$ cat config.mk
export PLATFORM = sky130hd
export DESIGN_NAME = dut_cmd_sequencer
export DESIGN_NICKNAME = d
export VERILOG_FILES = /design/src/rtl/dut_cmd_sequencer_pkg.sv /design/src/rtl/dut_cmd_sequencer_cmd_fifo.sv /design/src/rtl/dut_cmd_sequencer.sv
export SDC_FILE = /design/constraint.sdc
export NUM_CORES = 1
export LEC_CHECK = 0
export CELL_PAD_IN_SITES_DETAIL_PLACEMENT = 1
export CELL_PAD_IN_SITES_GLOBAL_PLACEMENT = 1
export CORE_MARGIN = 4
export CORE_UTILIZATION = 50
export DETAILED_ROUTE_END_ITERATION = 7
export PLACE_DENSITY_LB_ADDON = 0.1
export RECOVER_POWER = 25
export SLEW_MARGIN = 40
export SYNTH_ARGS = -nofsm -noshare
export SYNTH_HDL_FRONTEND = slang
export SYNTH_SLANG_ARGS = --single-unit
$ cat constraint.sdc
create_clock -name CLK -period 3.8 [get_ports CLK]
set_input_delay 0.38 -clock CLK [delete_from_list [all_inputs] [get_ports CLK]]
set_output_delay 0.38 -clock CLK [all_outputs]
set_load 0.02 [all_outputs]
$ cat src/rtl/dut_cmd_sequencer_pkg.sv
// Shared types for the command sequencer: command word, FSM states, target encodings.
// The command length field width is fixed here; the top's LEN_W parameter must match it.
package dut_cmd_sequencer_pkg;
    localparam int CMD_LEN_W = 4;

    localparam logic TGT_SUB1 = 1'b1;
    localparam logic TGT_SUB2 = 1'b0;

    typedef struct packed {
        logic                 target;
        logic                 write;
        logic [CMD_LEN_W-1:0] len;
    } cmd_t;

    typedef enum logic [1:0] {IDLE, SETUP, STROBE, RECOVER} seq_state_e;
endpackage

$ cat src/rtl/dut_cmd_sequencer_cmd_fifo.sv
// Registered command FIFO, no bypass: a pushed entry shows on rdata_o the edge after the push.
module dut_cmd_sequencer_cmd_fifo
    import dut_cmd_sequencer_pkg::*;
#(
    parameter int DEPTH = 4
) (
    input  logic CLK,
    input  logic RST_N,
    input  logic push_i,
    input  logic pop_i,
    input  cmd_t wdata_i,
    output cmd_t rdata_o,
    output logic full_o,
    output logic empty_o
);
    localparam int AW = $clog2(DEPTH);
    localparam logic [AW:0] FULL_CNT = DEPTH[AW:0];

    cmd_t          mem_q [DEPTH];
    logic [AW-1:0] wr_ptr_q, rd_ptr_q;
    logic [AW:0]   count_q;
    logic          do_push, do_pop;

    assign full_o  = (count_q == FULL_CNT);
    assign empty_o = (count_q == '0);
    assign do_push = push_i && !full_o;
    assign do_pop  = pop_i && !empty_o;
    assign rdata_o = mem_q[rd_ptr_q];

    always_ff @(posedge CLK or negedge RST_N) begin
        if (!RST_N) begin
            wr_ptr_q <= '0;
            rd_ptr_q <= '0;
            count_q  <= '0;
        end else begin
            if (do_push) wr_ptr_q <= wr_ptr_q + 1'b1;
            if (do_pop)  rd_ptr_q <= rd_ptr_q + 1'b1;
            case ({do_push, do_pop})
                2'b10:   count_q <= count_q + 1'b1;
                2'b01:   count_q <= count_q - 1'b1;
                default: ;
            endcase
        end
    end

    // Storage needs no reset: the count alone decides what is valid.
    always_ff @(posedge CLK) begin
        if (do_push) mem_q[wr_ptr_q] <= wdata_i;
    end
endmodule

$ cat src/rtl/dut_cmd_sequencer.sv
// Turns queued write/read commands into CS/WE strobe sequences for the two-model DUT.
// CS only moves on the edge into SETUP, where WE is driven low.
module dut_cmd_sequencer
    import dut_cmd_sequencer_pkg::*;
#(
    parameter int DEPTH = 4,
    parameter int LEN_W = CMD_LEN_W,
    parameter int GAP   = 1,
    parameter int CNT_W = 8
) (
    input  logic             CLK,
    input  logic             RST_N,
    input  logic             req_valid,
    output logic             req_ready,
    input  logic             req_target,
    input  logic             req_write,
    input  logic [LEN_W-1:0] req_len,
    output logic             CS,
    output logic             WE,
    output logic             busy,
    output logic             done,
    output logic [CNT_W-1:0] cmd_count
);
    localparam int GW = (GAP > 1) ? $clog2(GAP) : 1;

    seq_state_e           state_q;
    logic                 wr_q;
    logic [CMD_LEN_W-1:0] ln_q;
    logic [CMD_LEN_W-1:0] len_q;
    logic [GW-1:0]        gap_q;
    logic                 cs_q, we_q, done_q;
    logic [CNT_W-1:0]     cnt_q;

    cmd_t push_cmd, fifo_rdata;
    logic full, empty, push, pop, strobe_last, recover_last;

    assign push_cmd     = '{target: req_target, write: req_write, len: CMD_LEN_W'(req_len)};
    assign req_ready    = RST_N && !full;
    assign push         = req_valid && req_ready;
    assign strobe_last  = (state_q == STROBE) && (len_q == '0);
    assign recover_last = (state_q == RECOVER) && (gap_q == '0);
    // Pop on the same edge that enters SETUP, so back-to-back commands lose no cycle.
    assign pop = !empty && ((state_q == IDLE) || (strobe_last && GAP == 0) || recover_last);

    dut_cmd_sequencer_cmd_fifo #(.DEPTH(DEPTH)) u_cmd_fifo (
        .CLK     (CLK),
        .RST_N   (RST_N),
        .push_i  (push),
        .pop_i   (pop),
        .wdata_i (push_cmd),
        .rdata_o (fifo_rdata),
        .full_o  (full),
        .empty_o (empty)
    );

    always_ff @(posedge CLK or negedge RST_N) begin
        if (!RST_N) begin
            state_q <= IDLE;
            wr_q    <= 1'b0;
            ln_q    <= '0;
            len_q   <= '0;
            gap_q   <= '0;
            cs_q    <= TGT_SUB2;
            we_q    <= 1'b0;
            done_q  <= 1'b0;
            cnt_q   <= '0;
        end else begin
            done_q <= 1'b0;
            if (pop) begin
                wr_q    <= fifo_rdata.write;
                ln_q    <= fifo_rdata.len;
                cs_q    <= fifo_rdata.target;
                we_q    <= 1'b0;
                state_q <= SETUP;
            end else begin
                case (state_q)
                    SETUP: begin
                        len_q   <= (ln_q == '0) ? '0 : ln_q - 1'b1;
                        we_q    <= wr_q;
                        state_q <= STROBE;
                    end
                    STROBE: begin
                        if (len_q != '0) begin
                            len_q <= len_q - 1'b1;
                        end else begin
                            we_q    <= 1'b0;
                            state_q <= (GAP > 0) ? RECOVER : IDLE;
                            gap_q   <= GW'((GAP > 0) ? GAP - 1 : 0);
                        end
                    end
                    RECOVER: begin
                        if (gap_q != '0) gap_q <= gap_q - 1'b1;
                        else             state_q <= IDLE;
                    end
                    default: ;
                endcase
            end
            if (strobe_last) begin
                done_q <= 1'b1;
                if (cnt_q != '1) cnt_q <= cnt_q + 1'b1;
            end
        end
    end

    assign CS        = cs_q;
    assign WE        = we_q;
    assign done      = done_q;
    assign cmd_count = cnt_q;
    assign busy      = (state_q != IDLE) || !empty;
endmodule
Word-level counts from Yosys, hierarchy flattened
Memory sizes are Yosys's and may differ from the RTL's. A register that Yosys moved wholly into a read port is not among the register bits. Cells that the tools add are included.

Add/subtract/negate cells: 8. Equal/unequal tests: 11. Mux-type cells: 16. Reduce and logical (&&, ||, !) cells: 28. Bitwise gates (word level): 2.

Operator list (count): $reduce_and 3->1 (3); $add 8x1->8 const B (1); $logic_not 4->1 (2); $mux 4 (2); $ne 8x8->1 const B (1); $pmux 4 s2 (1); $reduce_bool 2->1 (4); $reduce_bool 4->1 (2); $sub 4x1->4 const B (2); $logic_and 1x1->1 (7); $eq 2x2->1 const B (3); $mux 1 (6); $mux 2 (3); $ne 3x2->1 const B (2); $pmux 2 s3 (1); $pmux 3 s2 (1); $add 2x1->2 const B (2); $eq 2x1->1 const B (2); $pmux 1 s2 (2); $reduce_and 2->1 (2); $add 3x1->3 const B (1); $eq 3x3->1 const B (1); $logic_not 1->1 (3); $logic_not 3->1 (1); 8 further kinds (10).

RAM bits: 24. Memories kept: 1. Register bits: 24. Input port bits: 9. Output and inout bits: 13.

Memories: u_cmd_fifo.mem_q (words 4, width 6, read ports 1, clocked after memory_dff 1, wr ports 1, RTL line dut_cmd_sequencer_cmd_fifo.sv:19) `cmd_t mem_q [DEPTH];`.

Depth between registers and ports, before layout
Gate-level depths: netlist (run 1).

Word-level depth: 7. Depth in mapped cells: 10. Depth with buffers taken out: 10.

Hierarchy
A second synthesis (run 1) with hierarchy kept.

Cells, all modules: 184. Area total of the unflattened synthesis: 2511.2 um2.

Modules (own cells, without submodules): dut_cmd_sequencer_cmd_fifo (sequential area each 895.9 um2, instances 1, cells each 69, area each 1306.3 um2); dut_cmd_sequencer (sequential area each 550.5 um2, instances 1, cells each 115, area each 1204.9 um2).

Worst setup path before layout (run 1)
No wires, ideal clock.

Kind: register to register. Start point: register state_q[0]. End point: register u_cmd_fifo.count_q[2]. Path slack: 1.538 ns. Arrival: 2.183 ns. Clock period less this slack: 2.262 ns. Data required time: 3.721 ns. Cell stages (with the launch flop): 11. Buffers on the path: 1. Path through: dfrtp_1 inv_1 ha_1 nor2_2 buf_2 ha_1 inv_1 fa_1 xor2_1 nor2_1 xor2_1.

Longest elaborated chain between the ends: 7. Elaborated cells on any way between the ends: 10. Classes of those cells: 3 x eq/ne; 1 x mux; 6 x reduce/logical.

RTL lines: start: declaration (RTL line dut_cmd_sequencer.sv:26) `seq_state_e state_q;`; start signal: assignment (RTL line dut_cmd_sequencer.sv:87) `state_q <= (GAP > 0) ? RECOVER : IDLE;`; $eq 2x2->1 (RTL line dut_cmd_sequencer.sv:41) `assign recover_last = (state_q == RECOVER) && (gap_q == '0);`; $logic_and 1x1->1 (RTL line dut_cmd_sequencer.sv:41); $logic_or 1x1->1 * (RTL line dut_cmd_sequencer.sv:43) `assign pop = !empty && ((state_q == IDLE) || (strobe_last && GAP == 0) || recover_last);`; $logic_and 1x1->1 * (RTL line dut_cmd_sequencer.sv:43); $logic_and 1x1->1 * (RTL line dut_cmd_sequencer_cmd_fifo.sv:27) `assign do_pop = pop_i && !empty_o;`; via u_cmd_fifo.do_pop (RTL line dut_cmd_sequencer_cmd_fifo.sv:22) `logic do_push, do_pop;`; $eq 2x1->1 or $eq 2x2->1 (tied branches) (RTL line dut_cmd_sequencer_cmd_fifo.sv:38) `case ({do_push, do_pop})`; $pmux 3 s2 or $reduce_bool 2->1 (tied branches); end signal: assignment (RTL line dut_cmd_sequencer_cmd_fifo.sv:39) `2'b10: count_q <= count_q + 1'b1;`; end signal: assignment (RTL line dut_cmd_sequencer_cmd_fifo.sv:40) `2'b01: count_q <= count_q - 1'b1;`; end: declaration (RTL line dut_cmd_sequencer_cmd_fifo.sv:21) `logic [AW:0] count_q;`.

Mark *: on every way through the listed nets, which the timed path passes. The rest lies on a longest branch. A chain may end at the register's enable or synchronous reset.

Final worst setup path (run 1)
Start point: register state_q[0]. End point: register u_cmd_fifo.count_q[2].

Longest elaborated chain between the ends: 7. Elaborated cells on any way between the ends: 10. Classes of those cells: 3 x eq/ne; 1 x mux; 6 x reduce/logical.

RTL lines (RTL line): $eq 2x2->1 (dut_cmd_sequencer.sv:41); $logic_and 1x1->1 (dut_cmd_sequencer.sv:41); $logic_or 1x1->1 * (dut_cmd_sequencer.sv:43); $logic_and 1x1->1 * (dut_cmd_sequencer.sv:43); $logic_and 1x1->1 * (dut_cmd_sequencer_cmd_fifo.sv:27); $eq 2x1->1 or $eq 2x2->1 (tied branches) (dut_cmd_sequencer_cmd_fifo.sv:38); $pmux 3 s2 or $reduce_bool 2->1 (tied branches).

Every way passes the cells marked *; elsewhere a longest branch is shown, timed or not.

==> results of run 1 <==
==> through the flow <==
stage | utilization, % | power [mW] | hold WS (ns)
after floorplan | - | 1.62 | 0.0844
after global placement | 57.5 | 1.82 | 0.502
after detailed placement | 57.5 | 1.90 | 0.510
after CTS | 59.7 | 2.29 | 0.532
after global routing | 59.7 | 2.46 | 0.572
final | 59.7 | 2.26 | 0.525
==> worst max path at each step <==
| stage | start | endpoint | slack, ns | depth (start not counted) |
|---|---|---|---|---|
| 3_5_place_dp | RST_N | u_cmd_fifo.count_q[2]$_DFFE_PN0P_ | 1.31 | 11 |
| 3_3_place_gp | RST_N | u_cmd_fifo.count_q[2]$_DFFE_PN0P_ | 1.42 | 11 |
| 4_1_cts | state_q[0]$_DFFE_PN0P_ | u_cmd_fifo.count_q[2]$_DFFE_PN0P_ | 1.37 | 10 |
| 6_report | state_q[0]$_DFFE_PN0P_ | u_cmd_fifo.count_q[2]$_DFFE_PN0P_ | 1.36 | 10 |
| 2_1_floorplan | state_q[0]$_DFFE_PN0P_ | u_cmd_fifo.count_q[2]$_DFFE_PN0P_ | 1.54 | 10 |
| 5_1_grt | state_q[0]$_DFFE_PN0P_ | u_cmd_fifo.count_q[2]$_DFFE_PN0P_ | 1.17 | 10 |
==> logic make-up (layout without fill, tap and decap cells) <==
group	after synthesis	count (layout)
buf+inv	18	45
compound gates	23	23
flops	53	53
xor+xnor	10	10
mux	17	17
simple gates	46	46
fa+ha+maj	13	13
==> layout make-up <==
type	count	area share [%]
clock inverters	2	1.24
clock buffers	6	2.56
repair buffers	23	7.81
flip-flops and latches	53	51.0
multi-input cells	109	32.6
well taps	67	2.96
inverters	14	1.85
==> power by group <==
part           switching [mW]  internal (mW)
Combinational           0.470          0.468
Clock                   0.178          0.196
Sequential              0.182          0.765
==> Yosys cell counts (2+ instances only) <==
cell type and n:
nand2b_1 3, inv_1 13, xnor2_1 6, buf_6 2, nor2_1 6, xor2_1 4, nand3_1 3, and3_1 4
mux4_2 6, edfxtp_1 24, ha_1 12, mux2_2 6, a21oi_1 3, mux2_1 3, o21ai_1 4, o21ai_0 6
nand4_1 4, nand2_1 12, dfrtp_1 29, nor3_1 4, a31oi_1 2
==> registers in the layout, summed over array words and instances (netlist names) <==
name / flops
u_cmd_fifo.mem_q: 24
cmd_count: 8
len_q: 4
ln_q: 4
u_cmd_fifo.count_q: 3
state_q: 2
u_cmd_fifo.rd_ptr_q: 2
u_cmd_fifo.wr_ptr_q: 2
CS: 1
WE: 1
done: 1
wr_q: 1
==> critical path: stages (launching register included) <==
cell	delay, ns
dfrtp_1	0.41
inv_1	0.11
ha_1	0.40
nor2_2	0.14
buf_4	0.21
ha_1	0.21
inv_1	0.06
fa_1	0.37
xor2_1	0.15
nor2_1	0.11
xor2_1	0.17
==> metal layers <==
layer | up-vias | wire length [um]
li1 | 698 | -
met1 | 737 | 1930
met2 | 29 | 2510
met3 | 10 | 157
met4 | 0 | 109
met5 | - | 0
==> metrics, run 1 <==
outcome=finished, violations left; violated checks=capacitance limit, slew limit; nets@finish=around 230; Worst Path Required=approximately 4.0 ns; Syn Nets=between 200 and 250; setup TNS=0 ns; Clock Tree Root=clkbuf_8; Netlist cell types=45; largest net degree at the start of global routing=30; hold-fix buffers at CTS=0; fillers=around 470; Register Area=1450 um^2; crit path time final=approximately 2.4 ns; Worst Setup Slack, final=1.36 ns; die area=approximately 6100 um^2; pwr dens=between 700 and 800 nW/um^2; count of final setup violators=0; Die Y-Extent=around 78 um; Placed Cells=around 270; met1 usage in global routing=a little over a fifth; mux cell area share after synthesis=10.7%; post-CTS resize count=0; XOR/XNOR Fraction of Synth Area=under 10%; drt total wl=between 4 and 5 mm; clock latency on the worst-skew pair=0.30 ns; Post-Syn Area per Cell=13.6 um^2; quantity of I/O buffers inserted on ports=21; flops & latches, synth=53; share of flip-flops with an asynchronous set or reset=a little over half; post-synthesis sequential area ratio=between 50% and 60%; Ys Warns=0; RSZ-0062 raised after global routing=false; Critical Path AT=2.67 ns; final-report hold violation count=0; DR vias=approximately 1500; Worst R2R Start=state_q[0]$_DFFE_PN0P_; met2 usage=roughly 32%; core area=~4800 um^2; Synth Cell Area=about 2500 um^2; H-tree level count=2; CTS tree=yes; cell taking the most area after synthesis=dfrtp_1; Hold Path Stages=2; worst slew pin tran=approximately 1.6 ns; Area Growth Syn to Fin=15.5%; Multi-input gate area=between 900 and 1000 um^2; Antenna Nets Post-Route=0; clk sinks=53; post-synthesis compound-gate area fraction=between 6 and 7%; Site Rows=25; pre-CTS setup slack=around 1.3 ns; crit path kind=flop to flop; DR vias/cell=5.38; Reg clk slew, reported paths=about 0.090 ns; drt first pass iters=4; n_diodes=0; skew final=slightly above 0.008 ns; largest family of logic cells by synthesized area=multiplexers; Slew Viols, Final=30; post-synthesis adder-cell area fraction=6.93%; number of standard cells in the final layout excluding fillers=274; Post-synth top flop=dfrtp_1; dpl cell area=roughly 2700 um^2; r2r endpoint=u_cmd_fifo.count_q[2]$_DFFE_PN0P_; final instance area=2840 um^2; grt ovf=0; R2R Setup Slk=around 1.4 ns; fmax=around 400 MHz; drt wl/cell=17.2 um; R2R depth=10; commonest non-fill, non-tap cells in the layout=dfrtp_1 (29), edfxtp_1 (24), clkdlybuf4s50_1 (14); GRT Resource Usage Total=between 10% and 20%; GP Congestion=approximately 0.7; CP Capture Type=flop; Post-Synth Simple-Gate Area=about 10%; Die Wd=78.1 um; LEAKAGE=about 1.1 nW; end of the worst hold path=len_q[0]$_DFFE_PN0P_; first-pass GRT wire length=between 8 and 9 mm; Detail Placement HPWL=about 3.5 mm; post-synth top area share=about 30%; setup bufs post-CTS=0; CP max FO=13; DRT iter0 DRCs=50; Worst Hold Class=flop to flop; max cap viols=1; Max Root-Sink Buffers=2; Top Ports=22; number of synthesized flops with an enable pin=24; Relative slew margins=-4.25%; post-synthesis cell count=180; GR peak layer=met2; GR Util met3=between 3 and 4%; worst vdd ir=slightly above 0.0004 V; vias in the first global route=roughly 1700; starting density of the core=between 50% and 60%; most common cell after layout, fill and taps aside=dfrtp_1; layout cell share with drive strength beyond 1=roughly an eighth; hold path startpoint=len_q[0]$_DFFE_PN0P_; synth top area cells=dfrtp_1 (30%), edfxtp_1 (29%), ha_1 (6.1%); initial antenna violation count=0; Final Cycle Share=roughly 64%; DRC=0; CTS Buf Count=5; Critical Path Start Type=flop
Note: power is estimated with default switching activity, not from simulation.
==> run 2, diff against run 1 <==
--- a/config.mk
+++ b/config.mk
@@ -8,7 +8,7 @@
 export CELL_PAD_IN_SITES_DETAIL_PLACEMENT = 1
 export CELL_PAD_IN_SITES_GLOBAL_PLACEMENT = 1
 export CORE_MARGIN = 4
-export CORE_UTILIZATION = 50
+export CORE_UTILIZATION = 47
 export DETAILED_ROUTE_END_ITERATION = 7
 export PLACE_DENSITY_LB_ADDON = 0.1
 export RECOVER_POWER = 25
==> constraint.sdc (replaced) <==
create_clock -name CLK -period 2.4 [get_ports CLK]
set_input_delay 0.24 -clock CLK [delete_from_list [all_inputs] [get_ports CLK]]
set_output_delay 0.24 -clock CLK [all_outputs]
set_load 0.02 [all_outputs]
==> run 2 against run 1 <==
Compared with the run above:
- the run still ends with capacitance limit, slew limit left
- combinational power up 58%
- power increased by 52%
- maximum frequency increased by 12%
- final cell count is 1.5% higher
- critical endpoint unchanged
- sequential power rose by 57%
- critical path type unchanged
- largest power group unchanged
- clock power up 25%
- register-to-register slack lost 1.1 ns
==> metrics, run 2 (same netlist as run 1, synthesis figures left out) <==
Die Wd=80.3 um (was 78.1 um); Die Y-Extent=80.3 um (was 78.1 um); starting density of the core=48.4% (was 51.6%); outcome=finished, violations left (unchanged); layout cell share with drive strength beyond 1=13.0% (about the same); slowest stage cell, crit path=ha_1 (was dfrtp_1); crit path kind=flop to flop (unchanged); CP max FO=7 (was 13); Detail Placement HPWL=3.57 mm (was 3.53 mm); biggest cell delay along the critical path=0.40 ns (was 0.41 ns); worst slew pin tran=1.57 ns (was 1.56 ns); RSZ-0062 raised after global routing=false (unchanged); crit path buf inv count=2 (was 3); nets@finish=229 (was 228); Int Pwr=2.16 mW (was 1.43 mW); Biggest register=u_cmd_fifo.mem_q (unchanged); setup TNS=0 ns (unchanged); GRT Resource Usage Total=16.5% (was 17.8%); die area=6440 um^2 (was 6090 um^2); clock latency on the worst-skew pair=0.29 ns (was 0.30 ns); crit path time final=2.18 ns (was 2.44 ns); Area Growth Syn to Fin=15.0% (was 15.5%); n_diodes=0 (unchanged); Reg clk slew, reported paths=0.09 ns (about the same); DRC=0 (unchanged); WHS=0.527 ns (was 0.525 ns); dpl cell area=2740 um^2 (was 2730 um^2); Critical Path AT=2.41 ns (was 2.67 ns); DR vias=1481 (was 1474); pre-CTS setup slack=0.231 ns (was 1.31 ns); drt first pass iters=4 (unchanged); CP Capture Type=flop (unchanged); worst vdd ir=0.000451 V (was 0.000402 V); Worst Setup Slack, final=0.220 ns (was 1.36 ns); Relative slew margins=-4.43% (was -4.25%); Site Rows=26 (was 25); Max Root-Sink Buffers=2 (unchanged); Critical Path Start Type=flop (unchanged); violated checks=capacitance limit, slew limit (unchanged); Worst Path Required=2.63 ns (was 4.03 ns); final-report hold violation count=0 (unchanged); skew final=0.00809 ns (was 0.00813 ns); fillers=527 (was 466); Final Cycle Share=90.8% (was 64.2%); switching share of power=37.2% (was 36.7%); post-CTS resize count=0 (unchanged); final instance area=2820 um^2 (was 2840 um^2); fmax=459 MHz (was 410 MHz); Antenna Nets Post-Route=0 (unchanged); max cap viols=1 (unchanged); hold-fix buffers at CTS=0 (unchanged); CP cell instances=inv_1 -> ha_1 -> nor2_2 -> ha_1 -> inv_1 -> fa_1 -> xor2_1 -> nor2_1 -> xor2_1 (was inv_1 -> ha_1 -> nor2_2 -> buf_4 -> ha_1 -> inv_1 -> fa_1 -> xor2_1 -> nor2_1 -> xor2_1); first-pass GRT wire length=7.94 mm (was 8.35 mm); core area=5070 um^2 (was 4750 um^2); most common cell after layout, fill and taps aside=dfrtp_1 (unchanged); Combinational Power Share=42.9% (was 41.5%); CTS tree=yes (unchanged); vias in the first global route=1621 (was 1697); Top Family by Delay on Critical Path=adder cells (unchanged); grt ovf=0 (unchanged); Worst setup startpoint=state_q[0]$_DFFE_PN0P_ (unchanged); sequential share of power=43.5% (was 41.9%); Clock Tree Root=clkbuf_8 (unchanged); overall power=3.44 mW (was 2.26 mW); commonest non-fill, non-tap cells in the layout=dfrtp_1 (29), edfxtp_1 (24), clkdlybuf4s50_1 (14) (unchanged); pwr dens=1220 nW/um^2 (was 796 nW/um^2); hold path startpoint=len_q[0]$_DFFE_PN0P_ (unchanged); Worst Hold Class=flop to flop (unchanged); Slew Viols, Final=30 (unchanged); clk sinks=53 (unchanged); drt total wl=4.66 mm (was 4.71 mm); quantity of I/O buffers inserted on ports=21 (unchanged); LEAKAGE=1.12 nW (was 1.13 nW); setup bufs post-CTS=0 (unchanged); CTS Buf Count=5 (unchanged); max reg flops=24 (unchanged); DR vias/cell=5.33 (was 5.38); Clk pwr share=13.6% (was 16.6%); largest net degree at the start of global routing=30 (unchanged); initial antenna violation count=0 (unchanged); count of final setup violators=0 (unchanged); Top Ports=22 (unchanged); drt wl/cell=16.8 um (was 17.2 um); sw power=1.28 mW (was 0.830 mW); GP Congestion=0.734 (was 0.719); H-tree level count=2 (unchanged); Worst R2R Start=state_q[0]$_DFFE_PN0P_ (unchanged); DRT iter0 DRCs=82 (was 50)
## run 2: cell type report
class / count / area, um^2 / area share, %
flip-flops and latches: 53 / 1450 / 51.2
repair buffers: 24 / 229 / 8.11
clock buffers: 7 / 76.3 / 2.70
well taps: 70 / 87.6 / 3.10
inverters: 14 / 52.6 / 1.86
clock inverters: 1 / 7.51 / 0.266
multi-input cells: 109 / 925 / 32.7
## run 2: path summary, 6_finish.rpt
kind	to	slack [ns]	cells after the start
max in group asynchronous	u_cmd_fifo.rd_ptr_q[1]$_DFFE_PN0P_	0.59	2
hold reg to reg	len_q[0]$_DFFE_PN0P_	0.53	2
hold / removal	len_q[0]$_DFFE_PN0P_	0.53	2
setup reg to reg	u_cmd_fifo.count_q[2]$_DFFE_PN0P_	0.22	9
min in group asynchronous	u_cmd_fifo.count_q[0]$_DFFE_PN0P_	0.89	2
setup / recovery	u_cmd_fifo.count_q[2]$_DFFE_PN0P_	0.22	9
## run 2: worst reg2reg max path, delay by kind of cell, from the launching register on
kind / cells / cell delay (ns)
flip-flops: 1 / 0.39
buffers and inverters: 2 / 0.16
AND/OR/NAND/NOR: 2 / 0.28
adder cells (fa/ha/maj): 3 / 0.98
XOR/XNOR: 2 / 0.30
## run 2: metal layers
metal | routed length (um) | vias to the layer above | part of all wire (%) | global-route usage, %
met2 | 2470 | 18 | 53 | 29.9
met1 | 2060 | 755 | 44 | 19.8
met4 | 24 | 0 | 0.52 | 4.56
met3 | 98 | 2 | 2.1 | 3.36
met5 | 0 | - | 0 | 0
li1 | - | 706 | - | -
## run 2: power groups by stage
stage	registers (mW)	clock network (mW)	logic, mW
after detailed placement	1.52	0	1.50
after floorplan	1.44	0	1.13
after CTS	1.50	0.492	1.51
after global routing	1.54	0.534	1.66
after global placement	1.49	0	1.41
final	1.49	0.468	1.48
## run 2: stage by stage
stage / util, % / cells
after detailed placement: 54.1 / 270
after CTS: 55.7 / 278
final: 55.6 / 278
after global routing: 55.6 / 278
after floorplan: - / 180
after global placement: 54.1 / 270
